<file path="src/rtl/ahblite_busmatrix_outputstage_nport.sv">
// AHB-Lite bus-matrix output stage for NUM_PORTS masters sharing one slave.
// Arbitrates the address phase, locks bursts and muxes the write-data phase.
module ahblite_busmatrix_outputstage_nport #(
    parameter int NUM_PORTS  = 3,
    parameter int ADDR_WIDTH = 32,
    parameter int DATA_WIDTH = 32,
    parameter int ARB_MODE   = 0,
    parameter int BURST_LOCK = 1
) (
    input  logic                            HCLK,
    input  logic                            HRESET,
    input  logic [NUM_PORTS-1:0]            HSEL_IN,
    input  logic [NUM_PORTS*ADDR_WIDTH-1:0] HADDR_IN,
    input  logic [2*NUM_PORTS-1:0]          HTRANS_IN,
    input  logic [NUM_PORTS-1:0]            HWRITE_IN,
    input  logic [3*NUM_PORTS-1:0]          HSIZE_IN,
    input  logic [3*NUM_PORTS-1:0]          HBURST_IN,
    input  logic [4*NUM_PORTS-1:0]          HPROT_IN,
    input  logic [NUM_PORTS*DATA_WIDTH-1:0] HWDATA_IN,
    input  logic [NUM_PORTS-1:0]            TRANS_HOLD_IN,
    input  logic                            HREADYOUT,
    output logic [NUM_PORTS-1:0]            ACTIVE,
    output logic                            HSEL,
    output logic [ADDR_WIDTH-1:0]           HADDR,
    output logic [1:0]                      HTRANS,
    output logic                            HWRITE,
    output logic [2:0]                      HSIZE,
    output logic [2:0]                      HBURST,
    output logic [3:0]                      HPROT,
    output logic                            HREADY,
    output logic [DATA_WIDTH-1:0]           HWDATA
);

    localparam int IW = (NUM_PORTS > 1) ? $clog2(NUM_PORTS) : 1;

    localparam logic [1:0] TR_IDLE   = 2'b00;
    localparam logic [1:0] TR_BUSY   = 2'b01;
    localparam logic [1:0] TR_NONSEQ = 2'b10;
    localparam logic [1:0] TR_SEQ    = 2'b11;

    localparam logic [2:0] BU_INCR   = 3'b001;
    localparam logic [2:0] BU_WRAP4  = 3'b010;
    localparam logic [2:0] BU_INCR4  = 3'b011;
    localparam logic [2:0] BU_WRAP8  = 3'b100;
    localparam logic [2:0] BU_INCR8  = 3'b101;
    localparam logic [2:0] BU_WRAP16 = 3'b110;
    localparam logic [2:0] BU_INCR16 = 3'b111;

    logic [NUM_PORTS-1:0] req;
    logic                 addr_valid;
    logic [IW-1:0]        addr_owner;
    logic                 data_valid;
    logic [IW-1:0]        data_owner;
    logic [IW-1:0]        rr_ptr;
    logic [3:0]           beat_cnt;
    logic                 lock;

    logic                 owner_req;
    logic                 lock_nxt;
    logic [3:0]           cnt_nxt;
    logic                 fp_hit;
    logic [IW-1:0]        fp_win;
    logic                 rr_hit;
    logic [IW-1:0]        rr_win;
    logic [IW:0]          rr_sum;
    logic                 arb_hit;
    logic [IW-1:0]        arb_win;

    assign req = TRANS_HOLD_IN & HSEL_IN;

    // Address/control mux from the current address-phase owner
    always_comb begin
        ACTIVE    = '0;
        HSEL      = 1'b0;
        HADDR     = '0;
        HTRANS    = TR_IDLE;
        HWRITE    = 1'b0;
        HSIZE     = '0;
        HBURST    = '0;
        HPROT     = '0;
        owner_req = 1'b0;
        for (int i = 0; i < NUM_PORTS; i++) begin
            if (addr_valid && addr_owner == IW'(i)) begin
                ACTIVE[i] = 1'b1;
                HSEL      = HSEL_IN[i];
                HADDR     = HADDR_IN[i*ADDR_WIDTH +: ADDR_WIDTH];
                HTRANS    = HTRANS_IN[i*2 +: 2];
                HWRITE    = HWRITE_IN[i];
                HSIZE     = HSIZE_IN[i*3 +: 3];
                HBURST    = HBURST_IN[i*3 +: 3];
                HPROT     = HPROT_IN[i*4 +: 4];
                owner_req = req[i];
            end
        end
    end

    // Write-data mux from the data-phase owner
    always_comb begin
        HWDATA = '0;
        for (int i = 0; i < NUM_PORTS; i++) begin
            if (data_valid && data_owner == IW'(i)) begin
                HWDATA = HWDATA_IN[i*DATA_WIDTH +: DATA_WIDTH];
            end
        end
    end

    assign HREADY = data_valid ? HREADYOUT : 1'b1;

    // Fixed priority: scan downwards so the lowest requester is kept
    always_comb begin
        fp_hit = 1'b0;
        fp_win = '0;
        for (int i = NUM_PORTS - 1; i >= 0; i--) begin
            if (req[i]) begin
                fp_hit = 1'b1;
                fp_win = IW'(i);
            end
        end
    end

    // Round-robin: nearest requester after rr_ptr wins
    always_comb begin
        rr_hit = 1'b0;
        rr_win = '0;
        rr_sum = '0;
        for (int k = NUM_PORTS; k >= 1; k--) begin
            rr_sum = {1'b0, rr_ptr} + (IW+1)'(k);
            if (rr_sum >= (IW+1)'(NUM_PORTS)) begin
                rr_sum = rr_sum - (IW+1)'(NUM_PORTS);
            end
            if (req[rr_sum[IW-1:0]]) begin
                rr_hit = 1'b1;
                rr_win = rr_sum[IW-1:0];
            end
        end
    end

    assign arb_hit = (ARB_MODE != 0) ? rr_hit : fp_hit;
    assign arb_win = (ARB_MODE != 0) ? rr_win : fp_win;

    // Burst lock: decided from the owner transfer seen on this edge
    always_comb begin
        lock_nxt = lock;
        cnt_nxt  = beat_cnt;
        if (BURST_LOCK != 0 && addr_valid) begin
            if (!lock) begin
                if (HSEL && HTRANS == TR_NONSEQ) begin
                    unique case (HBURST)
                        BU_INCR4, BU_WRAP4: begin
                            lock_nxt = 1'b1;
                            cnt_nxt  = 4'd3;
                        end
                        BU_INCR8, BU_WRAP8: begin
                            lock_nxt = 1'b1;
                            cnt_nxt  = 4'd7;
                        end
                        BU_INCR16, BU_WRAP16: begin
                            lock_nxt = 1'b1;
                            cnt_nxt  = 4'd15;
                        end
                        BU_INCR: begin
                            lock_nxt = 1'b1;
                            cnt_nxt  = 4'd0;
                        end
                        default: begin
                            lock_nxt = 1'b0;
                            cnt_nxt  = 4'd0;
                        end
                    endcase
                end
            end else if (!owner_req) begin
                lock_nxt = 1'b0;
                cnt_nxt  = 4'd0;
            end else if (beat_cnt != 4'd0) begin
                // fixed-length burst: count SEQ beats, BUSY just waits
                if (HTRANS == TR_SEQ) begin
                    cnt_nxt = beat_cnt - 4'd1;
                    if (beat_cnt == 4'd1) begin
                        lock_nxt = 1'b0;
                    end
                end else if (HTRANS != TR_BUSY) begin
                    lock_nxt = 1'b0;
                    cnt_nxt  = 4'd0;
                end
            end else begin
                // undefined-length burst ends on IDLE or a fresh NONSEQ
                if (HTRANS == TR_IDLE || HTRANS == TR_NONSEQ) begin
                    lock_nxt = 1'b0;
                end
            end
        end
    end

    // State update; a stalled slave (HREADY=0) freezes everything
    always_ff @(posedge HCLK) begin
        if (HRESET) begin
            addr_valid <= 1'b0;
            addr_owner <= '0;
            data_valid <= 1'b0;
            data_owner <= '0;
            rr_ptr     <= IW'(NUM_PORTS - 1);
            beat_cnt   <= 4'd0;
            lock       <= 1'b0;
        end else if (HREADY) begin
            lock       <= lock_nxt;
            beat_cnt   <= cnt_nxt;
            data_valid <= HSEL & HTRANS[1];
            data_owner <= addr_owner;
            if (!lock_nxt) begin
                if (arb_hit) begin
                    addr_valid <= 1'b1;
                    addr_owner <= arb_win;
                    rr_ptr     <= arb_win;
                end else begin
                    addr_valid <= 1'b0;
                end
            end
        end
    end

endmodule

</file>
<file path="config.mk">
export PLATFORM = sky130hd
export DESIGN_NAME = ahblite_busmatrix_outputstage_nport
export DESIGN_NICKNAME = d
export VERILOG_FILES = /design/src/rtl/ahblite_busmatrix_outputstage_nport.sv
export SDC_FILE = /design/constraint.sdc
export NUM_CORES = 1
export LEC_CHECK = 0
export BUFFER_PORTS_ARGS = -buffer_cell sky130_fd_sc_hd__buf_2
export CORE_AREA = 2 2 126 128
export DETAILED_ROUTE_END_ITERATION = 7
export DIE_AREA = 0 0 128 130
export GPL_TIMING_DRIVEN = 0
export PLACE_DENSITY = 0.54
export SLEW_MARGIN = 10
export SYNTH_ARGS = -nofsm -noshare
export SYNTH_HDL_FRONTEND = slang
export SYNTH_SLANG_ARGS = --single-unit
</file>
<file path="constraint.sdc">
create_clock -name HCLK -period 2.7 [get_ports HCLK]
set_input_delay 0.27 -clock HCLK [delete_from_list [all_inputs] [get_ports HCLK]]
set_output_delay 0.27 -clock HCLK [all_outputs]
set_load 0.1 [all_outputs]
</file>
==> metrics.md <==
| Metric | Value |
|---|---|
| Status | finished, final reports clean |
| Pre-Repair DR Iteration Count | 4 |
| Number of global-route vias before repair | about 3800 |
| N_diodes | 0 |
| Clk pin slew, worst setup/hold paths | about 0.04 ns |
| Starting Density | a little under a fifth |
| Syn Inst Count | between 400 and 500 |
| Highest Clock Rate | 396 MHz |
| Core area | between 15000 and 20000 um2 |
| Library cells used by synthesis | 42 |
| Initial antenna violation count | 0 |
| Fraction of layout cells with a size suffix above 1 | between 40 and 50% |
| Global-route wire length before repair | about 19000 um |
| Slew HR | between 50 and 60% |
| Area delta synth->final | 71.8% |
| Adder-cell share of the synthesized area | less than 1% |
| Setup Fix Bufs, Post-CTS | 0 |
| Max clock buf depth | 2 |
| Htree depth | 1 |
| Commonest non-fill, non-tap cell in the layout | buf_2 |
| Critical path's top delay family | buffers and inverters |
| Synth Net Count | 677 |
| # rows | 46 |
| DRC | 0 |
| Boundary Pins | approximately 320 |
| GRT overflow | 0 |
| Antenna-violating nets left | 0 |
| Via count | roughly 4200 |
| Drt total wl | 12900 um |
| Fill cells | approximately 1800 |
| Hold Buf Count CTS | 0 |
| Worst path cell trace | clkbuf_1, clkbuf_2, mux2i_1, o21ai_0, and2_1, buf_2 |
| CTS sink cnt | 11 |
| Crit start category | flop |
| Min cycle time layout | 2.52 ns |
| Arr. time, crit path | 2.25 ns |
| Syn Std Cell Area | around 2800 um2 |
| Chip width | approximately 130 um |
| Compound-Gate Fraction of Synth Area | 22.4% |
| Final setup violation count | 0 |
| Most frequent cells in the layout | buf_2 (324), mux2i_1 (80), nor2_1 (61), a21oi_1 (45), nand2_1 (41) |
| CP peak stage delay | approximately 0.42 ns |
| Worst-path fanout max | 10 |
| Die area | between 15000 and 20000 um2 |
| Primary FF master, synth | dfxtp_1 |
| Post-synthesis sequential area ratio | 7.87% |
| Num CTS Buffers | 3 |
| Initial DRC count | between 60 and 70 |
| Vert. Die Dim | 130 um |
| Clock latency on the worst-skew pair | 0.24 ns |
| LEAKAGE | 2.43 nW |
| Final Wtd Congestion | between 0.7 and 0.8 |
| Main combinational cell family by area after synthesis | simple AND/OR/NAND/NOR gates |
| Fin. max-slew vios | 0 |
| CTS tree | yes |
| Hpwl dp | about 11000 um |
| Input/output buffers | 320 |
| Final core occ | between 30% and 40% |
| Max VDD drop | approximately 0.00015 V |
| CP Capture Type | primary output |
| Setup Crit Path Kind | reg -> out |
| Critical path's slowest cell | buf_2 |
| Proportion of synthesized area in mux cells | roughly 29% |
| Yosys warning total | 0 |
| CP bufs+invs | 3 |
| Skew final | around 0.00094 ns |
| Post-synth ARST share | 0% |
| Post-Synth Simple-Gate Area | approximately a third |
| Final period utilization | 93.4% |
| Layout Nets | between 1000 and 1500 |
| FF+latch count, synth | 11 |
| PwrDens | ~300 nW/um2 |
| Min-Delay Path Class | in -> reg |
| Clock root cell | clkbuf_16 |
| CP required | around 2.4 ns |
| Mean cell area of the mapped netlist | between 6 and 7 um2 |
| Global Route Usage Sum | a little over an eighth |
| Pin count of the biggest net entering global routing | 11 |
| DR WL/cell | around 14 um |
| Tot Pwr | ~1.4 mW |
| RSZ-0062 raised after global routing | no |
| Post-synth EDFFs | 0 |
| MaxCap Viol Count | 0 |
| Fin Setup TNS | 0 ns |
| Endpoints failing hold | 0 |
| Post-Synth XOR/XNOR Area | 0% |
| Worst-Margin Slew | 0.669 ns |
| Vias per cell | approximately 4.4 |
## synthesized netlist by cell type, drive strengths merged, types with 3 or more instances
| cell type | count | area, um2 |
|---|---|---|
| and2 | 35 | 219 |
| nand4b | 3 | 56.3 |
| a21oi | 45 | 225 |
| nand2b | 6 | 37.5 |
| o21ai | 41 | 213 |
| nor2 | 91 | 342 |
| nand2 | 41 | 154 |
| inv | 9 | 33.8 |
| clkbuf | 28 | 105 |
| dfxtp | 11 | 220 |
| nand3b | 4 | 30.0 |
| mux2i | 80 | 801 |
| buf | 10 | 66.3 |
## sequential cells by signal, summed over array words and instances (netlist names)
name	count
data_valid	1
addr_owner	2
data_owner	2
lock	1
addr_valid	1
beat_cnt	4
## worst register-to-register path, cell delays in order, from the launching register on
cell and delay, ns:
dfxtp_1 0.44, buf_6 0.19, mux2i_1 0.21, o2bb2ai_1 0.11, o31a_1 0.31, a31o_4 0.26
o311ai_1 0.28, o41ai_1 0.11
## layout make-up
type                    count  area (um2)  area share [%]
repair buffers            320        1600            33.4
multi-input cells         377        2450            50.9
flip-flops and latches     11         220            4.58
well taps                 192         240            5.00
plain buffers              38         180            3.75
clock buffers               4        78.8            1.64
inverters                   9        33.8           0.703
## metal layers
metal	part of all wire (%)	track usage (%)
met1	38	15.0
met2	53	28.2
met3	8.0	1.76
met4	0.64	2.65
met5	0	0
## worst paths after layout
| check | start | slack, ns | end | depth (start not counted) |
|---|---|---|---|---|
| setup / recovery | data_owner[1] | 0.18 | HWDATA[5] | 6 |
| hold / removal | TRANS_HOLD_IN[1] | 0.35 | addr_owner[0] | 3 |
| setup reg to reg | addr_owner[1] | 0.66 | addr_owner[0] | 7 |
| hold reg to reg | beat_cnt[3] | 0.49 | beat_cnt[3] | 2 |
## per-stage QoR
step	hold WS, ns	worst slack [ns]	cells	area (um2)
2_1_floorplan	0.418	0.0276	435	2870
3_3_place_gp	0.491	0.118	947	4710
3_5_place_dp	0.489	0.132	947	4710
4_1_cts	0.349	0.0258	951	4800
5_1_grt	0.369	0.0243	951	4800
6_report	0.347	0.177	951	4800
## cells by family after synthesis
kind of cell	count (synthesis)
simple gates	191
compound gates	104
mux	80
buf+inv	47
flops	11
fa+ha+maj	2
## power breakdown
group	internal, mW	switching (mW)
clock network	0.198	0.0733
registers	0.168	0.00667
logic	0.296	0.685
total	0.662	0.764
## repair_timing
item | in CTS | in global routing
endpoints found under the hold margin | 0 | 0
pin swaps | 0 | 0
gates resized for setup | 4 | 7
endpoints found under the setup margin | 24 | 22
No activity file was read; power rests on OpenSTA's default activity.
